**config.mk**
```make
export PLATFORM = sky130hd
export DESIGN_NAME = ads131_spi_frame_receiver
export DESIGN_NICKNAME = d
export VERILOG_FILES = /design/src/rtl/ads131_spi_pkg.sv /design/src/rtl/spi_input_synchronizer.sv /design/src/rtl/ads131_spi_frame_receiver.sv
export SDC_FILE = /design/constraint.sdc
export NUM_CORES = 1
export LEC_CHECK = 0
export ABC_AREA = 1
export BUFFER_PORTS_ARGS = -buffer_cell sky130_fd_sc_hd__buf_2
export CAP_MARGIN = 20
export CORE_MARGIN = 2
export CORE_UTILIZATION = 49
export DETAILED_ROUTE_END_ITERATION = 8
export PLACE_DENSITY = 0.81
export RECOVER_POWER = 50
export SYNTH_ARGS = -nofsm -noshare
export SYNTH_HDL_FRONTEND = slang
export SYNTH_HIERARCHICAL = 1
export SYNTH_SLANG_ARGS = --single-unit
```
**constraint.sdc**
```tcl
create_clock -name system_clock -period 4.74 [get_ports system_clock]
set_clock_uncertainty 0.2 [all_clocks]
set_input_delay 0.237 -clock system_clock [delete_from_list [all_inputs] [get_ports system_clock]]
set_output_delay 0.237 -clock system_clock [all_outputs]
set_load 0.1 [all_outputs]
```
**src/rtl/ads131_spi_pkg.sv**
```systemverilog
// Shared definitions for the ADS131A0X SPI interface blocks.
package ads131_spi_pkg;

  typedef enum logic [1:0] {
    ST_IDLE  = 2'd0,
    ST_SHIFT = 2'd1,
    ST_DONE  = 2'd2
  } rx_state_t;

  localparam int unsigned DEFAULT_WORD_BITS       = 16;
  localparam int unsigned DEFAULT_WORDS_PER_FRAME = 4;

  // SCLK level between transfers; the generator drives this level when idle.
  localparam logic SCLK_IDLE_LEVEL = 1'b0;

endpackage

```
**src/rtl/spi_input_synchronizer.sv**
```systemverilog
// Multi-flop synchronizer for one asynchronous SPI pin, with rise/fall pulses.
module spi_input_synchronizer #(
  parameter int unsigned STAGES      = 2,
  parameter logic        RESET_LEVEL = 1'b0
) (
  input  logic clk,
  input  logic rst,
  input  logic din,
  output logic level,
  output logic rise,
  output logic fall
);

  logic [STAGES-1:0] chain;
  logic              prev;

  always_ff @(posedge clk or posedge rst) begin
    if (rst) begin
      chain <= {STAGES{RESET_LEVEL}};
      prev  <= RESET_LEVEL;
    end else begin
      chain <= {chain[STAGES-2:0], din};
      prev  <= chain[STAGES-1];
    end
  end

  assign level = chain[STAGES-1];
  assign rise  = level & ~prev;
  assign fall  = ~level & prev;

endmodule

```
**src/rtl/ads131_spi_frame_receiver.sv**
```systemverilog
// Oversampling SPI receiver: shifts in ADS131A0X response frames MSB-first
// and strobes each completed word, flagging frames cut short by CS.
module ads131_spi_frame_receiver
  import ads131_spi_pkg::*;
#(
  parameter int unsigned WORD_BITS       = DEFAULT_WORD_BITS,
  parameter int unsigned WORDS_PER_FRAME = DEFAULT_WORDS_PER_FRAME,
  parameter int unsigned SYNC_STAGES     = 2
) (
  input  logic                 system_clock,
  input  logic                 reset,
  input  logic                 SPI_SCLK,
  input  logic                 SPI_CS_N,
  input  logic                 SPI_MISO,
  output logic [WORD_BITS-1:0] word_data,
  output logic                 word_valid,
  output logic [2:0]           word_index,
  output logic                 frame_done,
  output logic                 frame_error,
  output logic [7:0]           bit_count
);

  localparam logic [5:0] LAST_BIT  = 6'(WORD_BITS - 1);
  localparam logic [2:0] LAST_WORD = 3'(WORDS_PER_FRAME - 1);

  rx_state_t state, state_next;

  logic sclk_level, sclk_rise, sclk_fall;
  logic cs_level, cs_rise, cs_fall;
  logic sclk_unused;
  logic [SYNC_STAGES-1:0] miso_chain;
  logic miso_sync;

  logic [SYNC_STAGES:0]   settle;
  logic                   armed;
  logic [WORD_BITS-1:0]   shift_reg;
  logic [5:0]             bit_in_word;
  logic                   pending;
  logic                   start, shift_en, abort;

  spi_input_synchronizer #(.STAGES(SYNC_STAGES), .RESET_LEVEL(SCLK_IDLE_LEVEL)) u_sclk_sync (
    .clk(system_clock), .rst(reset), .din(SPI_SCLK),
    .level(sclk_level), .rise(sclk_rise), .fall(sclk_fall)
  );

  spi_input_synchronizer #(.STAGES(SYNC_STAGES), .RESET_LEVEL(1'b1)) u_cs_sync (
    .clk(system_clock), .rst(reset), .din(SPI_CS_N),
    .level(cs_level), .rise(cs_rise), .fall(cs_fall)
  );

  assign sclk_unused = sclk_level ^ sclk_rise;

  // Same depth as the SCLK/CS chains so MISO lines up with the sampled edge.
  always_ff @(posedge system_clock or posedge reset) begin
    if (reset) miso_chain <= '0;
    else       miso_chain <= {miso_chain[SYNC_STAGES-2:0], SPI_MISO};
  end
  assign miso_sync = miso_chain[SYNC_STAGES-1];

  // A CS already low at reset release shows up as a fall once the chain
  // flushes; only accept frames after CS has been seen high post-flush.
  always_ff @(posedge system_clock or posedge reset) begin
    if (reset) begin
      settle <= '0;
      armed  <= 1'b0;
    end else begin
      settle <= {settle[SYNC_STAGES-1:0], 1'b1};
      armed  <= armed | (settle[SYNC_STAGES] & cs_level);
    end
  end

  always_ff @(posedge system_clock or posedge reset) begin
    if (reset) state <= ST_IDLE;
    else       state <= state_next;
  end

  always_comb begin
    state_next = state;
    start      = 1'b0;
    shift_en   = 1'b0;
    abort      = 1'b0;
    case (state)
      ST_IDLE: begin
        if (cs_fall && armed) begin
          start      = 1'b1;
          state_next = ST_SHIFT;
        end
      end
      ST_SHIFT: begin
        if (cs_rise) begin
          abort      = 1'b1;
          state_next = ST_IDLE;
        end else if (sclk_fall) begin
          shift_en = 1'b1;
          if (bit_in_word == LAST_BIT && word_index == LAST_WORD) state_next = ST_DONE;
        end
      end
      ST_DONE: begin
        if (cs_rise) state_next = ST_IDLE;
      end
      default: state_next = ST_IDLE;
    endcase
  end

  always_ff @(posedge system_clock or posedge reset) begin
    if (reset) begin
      shift_reg   <= '0;
      word_data   <= '0;
      word_valid  <= 1'b0;
      word_index  <= '0;
      frame_done  <= 1'b0;
      frame_error <= 1'b0;
      bit_count   <= '0;
      bit_in_word <= '0;
      pending     <= 1'b0;
    end else begin
      word_valid  <= 1'b0;
      frame_done  <= 1'b0;
      frame_error <= abort;
      if (pending) begin
        pending    <= 1'b0;
        word_valid <= 1'b1;
        word_data  <= shift_reg;
        frame_done <= (word_index == LAST_WORD);
      end
      if (word_valid && word_index != LAST_WORD) word_index <= word_index + 3'd1;
      if (start) begin
        bit_count   <= '0;
        bit_in_word <= '0;
        word_index  <= '0;
      end else if (shift_en) begin
        shift_reg <= {shift_reg[WORD_BITS-2:0], miso_sync};
        if (bit_count != 8'hFF) bit_count <= bit_count + 8'd1;
        if (bit_in_word == LAST_BIT) begin
          bit_in_word <= '0;
          pending     <= 1'b1;
        end else begin
          bit_in_word <= bit_in_word + 6'd1;
        end
      end
    end
  end

endmodule

```
# [Word level (Yosys, flattened, before mapping)]
# Cells that the tools add are included.
[totals] reg_bits=67 elab_cells=75
[op_classes] n_addsub=3 eq_ne=10 n_reduce_logical=10 bitwise_logic=9 n_mux=26
[op_table] cell="2-to-1 mux 8 bit" count=3
[op_table] cell="2-to-1 mux 6 bit" count=3
[op_table] cell="2-to-1 mux 1 bit" count=12
[op_table] cell="2-to-1 mux 2 bit" count=5
[op_table] cell="adder 8 x 1 -> 8 bit (second input constant)" count=1
[op_table] cell="inequality test 8 bit (second input constant)" count=1
[op_table] cell="adder 6 x 1 -> 6 bit (second input constant)" count=1
[op_table] cell="equality test 6 x 4 -> 1 bit (second input constant)" count=1
[op_table] cell="2-to-1 mux 3 bit" count=2
[op_table] cell="inequality test 3 bit (second input constant)" count=2
[op_table] cell="case mux 2 bit (3 select lines)" count=1
[op_table] cell="nonzero test 2 bit" count=3
[op_table] cell="AND 1 bit" count=4
[op_table] cell="inequality test 2 bit (second input constant)" count=2
[op_table] cell="NOT 1 bit" count=4
[op_table] cell="AND reduction 2 bit" count=2
[op_table] cell="AND reduction 4 bit" count=1
[op_table] cell="adder 3 x 1 -> 3 bit (second input constant)" count=1
[op_table] cell="equality test 3 x 2 -> 1 bit (second input constant)" count=1
[op_table] cell="logical AND 1 bit" count=3
[op_table] cell="inequality test 3 x 2 -> 1 bit (second input constant)" count=1
[op_table] cell="equality test 2 x 1 -> 1 bit (second input constant)" count=1
[op_table] cell="equality test 2 bit (second input constant)" count=1
[op_table] cell="logical NOT 2 bit" count=1
[op_table] cell="bitwise OR 1 bit" count=1

# [Logic depth before layout (Yosys ltp)]
[logic_depth] word_depth=7 depth_mapped=11 mapped_depth_nobuf=11

# [Modules after synthesis]
# Netlist, hierarchy kept.
[modules_own_cells] module="ads131_spi_frame_receiver" instances=1 seq_area_each_um2=1526.5 area_each_um2=2556.2 cells_per_inst=275
[modules_own_cells] module="spi_input_synchronizer (u_cs_sync)" instances=1 seq_area_each_um2=78.8 area_each_um2=97.6 cells_per_inst=8
[modules_own_cells] module="spi_input_synchronizer (u_sclk_sync)" instances=1 seq_area_each_um2=75.1 area_each_um2=93.8 cells_per_inst=8

# [Least setup slack after synthesis]
# No wires, ideal clock.
[synth_path] kind="register to register" from="register bit_count[1]" to="register bit_count[5]" path_stages_with_launch=9 slack_ns=2.450 required_time_ns=4.464 arrival_time_ns=2.014 path_cell_list="dfrtp_1 -> ha_1 -> nand2_2 -> nor2_2 -> nand3_2 -> nand2_2 -> buf_6 -> nand2_1 -> o21ai_1"
[synth_between] elab_chain_cells=4 word_cells_on_any_way=7 classes_between="1 x add/sub; 1 x eq/ne; 3 x mux; 2 x reduce/logical"
[synth_lines] element="start, declared" line="ads131_spi_frame_receiver.sv:20" text="output logic [7:0] bit_count"
[synth_lines] element="start signal, assigned" line="ads131_spi_frame_receiver.sv:133" text="if (bit_count != 8'hFF) bit_count <= bit_count + 8'd1;"
[synth_lines] element="adder 8 x 1 -> 8 bit" line="ads131_spi_frame_receiver.sv:133"
[synth_lines] element="2-to-1 mux 8 bit" line="ads131_spi_frame_receiver.sv:133"
[synth_lines] element="2-to-1 mux 8 bit" line="ads131_spi_frame_receiver.sv:131" text="end else if (shift_en) begin"
[synth_lines] element="2-to-1 mux 8 bit" line="ads131_spi_frame_receiver.sv:127" text="if (start) begin"
# Several ways; a longest one is shown, not always the timed one. The select of a mux whose other input is x is not followed.
# A chain may end at the register's enable or synchronous reset.

# [Worst setup path after layout]
[layout_path] from="register u_cs_sync.prev" to="register bit_count[6]"
[layout_between] elab_chain_cells=6 word_cells_on_any_way=12 classes_between="5 x mux; 3 x bitwise; 4 x reduce/logical"
[layout_lines] element="start, declared" line="spi_input_synchronizer.sv:15" text="logic prev;"
[layout_lines] element="start signal, assigned" line="spi_input_synchronizer.sv:23" text="prev <= chain[STAGES-1];"
[layout_lines] element="NOT 1 bit" line="spi_input_synchronizer.sv:28" text="assign rise = level & ~prev;"
[layout_lines] element="AND 1 bit" line="spi_input_synchronizer.sv:28"
[layout_lines] element="net cs_rise" line="ads131_spi_frame_receiver.sv:29" text="logic cs_level, cs_rise, cs_fall;"
[layout_lines] element="2-to-1 mux 1 bit" line="ads131_spi_frame_receiver.sv:90" text="if (cs_rise) begin"
[layout_lines] element="2-to-1 mux 1 bit" line="ads131_spi_frame_receiver.sv:82" text="case (state)"
[layout_lines] element="nonzero test 2 bit (no source line)"
[layout_lines] element="AND reduction 2 bit (no source line)"
# The timed path passes the listed nets, and every way through them passes these cells.

==> qor.txt <==
Max clock buf depth: 2
Total GRT Usage: 17.3%
Critical Path Slowest Stage Cell: dfstp_2
Tmin final: 2.29 ns
largest net degree at the start of global routing: 62
Sequential Area: 0.00168 mm2
crit start category: flip-flop
Final Hold Vio Count: 0
Critical Path RT: 4.75 ns
RD Place Congestion: 0.814
diode count: 0
Iter 0 DRT Violations: 110
initial core utilization: 50.4%
Max Slew Vio Count: 0
die area: 0.00621 mm2
Place WS: 2.46 ns
die height: 78.8 um
Crit. End Element: flip-flop
dpl hpwl: 3.10 mm
IO buf count: 34
Net Count, Synth: 298
status: finished, final reports clean
drt drc: 0
Ys Warns: 6
Final #Nets: 339
Worst Tran Pin Value: 1.17 ns
RSZ-0062 raised after global routing: false
critical path cell sequence: nor2_1 > inv_1 > nand2_1 > nor2_4 > inv_2 > nand2_2 > nand2_2 > nand2_1 > o21ai_1
wire per inst: 11.6 um
Critical Path Max Stage Delay: 0.53 ns
TritonCTS Buffers: 9
CP Class: reg2reg
core area: 0.00544 mm2
Slew HR: 22.0%
leakage: 1.63 nW
clk sinks: 67
worst skew pair latency: 0.33 ns
clock-pin slew on the worst setup and hold paths: 0.07 ns
synthesized area: 0.00274 mm2
Tcrit/Tclk final: 48.4%
via count: 1970
htree depth: 3
Syn Area/Cell: 9.48 um2
num ports: 35
die width: 78.8 um
final worst setup slack: 2.45 ns
total gr overflow: 0
antenna-violating nets left: 0
Max-Cap Viols: 0
area occupied by multi-input gates: 860 um2
Fillers: 469
Arrival @ worst endpoint: 2.31 ns
HP Class: reg2reg
CP delay by family, top: simple AND/OR/NAND/NOR gates
Setup Total Neg Slack: 0 ns
Power Total: 1.29 mW
layout cell share with drive strength beyond 1: 17.9%
final setup fails: 0
Crit path buffers/inverters: 2
initial antenna violation count: 0
worst vdd ir: 263 uV
clk root buf: clkbuf_8
Max Freq: 436 MHz
DRT Pass-1 Iters: 4
final wirelength: 4.72 mm
Layout area overhead: 16.1%
Post-Synthesis Cells: 289
Vias/cell: 4.84
first-pass GRT wire length: 8.22 mm
reg2reg setup slack: 2.45 ns
TritonCTS clock tree: yes
vias in the first global route: 1916
# rows: 27
PD cells: 407 mW/mm2
crit-path max FO: 34
final timing paths:
path	startpoint	endpoint	cells after the start
setup / recovery	u_cs_sync/prev$_DFF_PP1_	bit_count[6]$_DFFE_PP0P_	9
hold / removal	settle[1]$_DFF_PP0_	settle[2]$_DFF_PP0_	0
setup reg to reg	u_cs_sync/prev$_DFF_PP1_	bit_count[6]$_DFFE_PP0P_	9
hold reg to reg	settle[1]$_DFF_PP0_	settle[2]$_DFF_PP0_	0
max in group asynchronous	reset	word_data[14]$_DFFE_PP0P_	4
min in group asynchronous	reset	u_sclk_sync/chain[0]$_DFF_PP0_	3
metrics by stage:
step                      util (%)  instances  hold slack (ns)  instance area [um2]
after floorplan                  -        289           -0.209                 2740
after global placement        54.3        387          -0.0709                 2950
after detailed placement      54.3        387          -0.0657                 2950
after CTS                     58.6        407            0.117                 3190
after global routing          58.5        407            0.162                 3180
final                         58.5        407            0.153                 3180
worst reg2reg max path: cells and delay by family (launching register included):
family                 cells  cell delay (ns)
buffers and inverters      2             0.29
AND/OR/NAND/NOR            6             1.08
flip-flops                 1             0.53
AO/OA/AOI/OAI              1             0.07
metal layers:
| layer | vias to the layer above | part of all wire [%] | global-route usage [%] |
|---|---|---|---|
| li1 | 994 | - | - |
| met1 | 929 | 47 | 21.0 |
| met2 | 41 | 48 | 28.6 |
| met3 | 6 | 4.5 | 4.09 |
| met4 | 0 | 1.3 | 9.65 |
| met5 | - | 0 | 0 |
layout by cell type (no fill, tap or decap), types with 2 or more instances in the layout:
cell           count
dfrtp_1           64
buf_2             30
a21oi_1           16
inv_1             37
clkbuf_1           5
dfstp_2            2
mux2_2             2
nand3_1           18
clkbuf_8           9
dlygate4sd3_1      4
o21ai_0           21
nor2_1            32
o21ai_2            2
clkinv_2           2
o21ai_1            3
nand2_2            4
nand2_1           56
o21bai_1           2
ha_1               4
xor2_1             4
area by class of cell:
class                      instances  area share, %
sequential                        67           52.8
multi-input combinational        174           27.0
timing repair buffer              39           6.69
inverter                          39           4.60
clock buffer                      10           4.01
tap                               72           2.83
clock inverter                     6           2.04
repair_timing:
| action | in CTS | in global routing |
|---|---|---|
| hold buffers | 4 | 0 |
| setup buffers | 0 | 0 |
| gates resized for setup | 0 | 0 |
| endpoints found under the hold margin | 70 | 0 |
where the power goes:
| part | switching [mW] | internal, mW |
|---|---|---|
| clock | 0.213 | 0.244 |
| sequential | 0.0374 | 0.614 |
| combinational | 0.146 | 0.0400 |
Note: power is estimated with default switching activity, not from simulation.
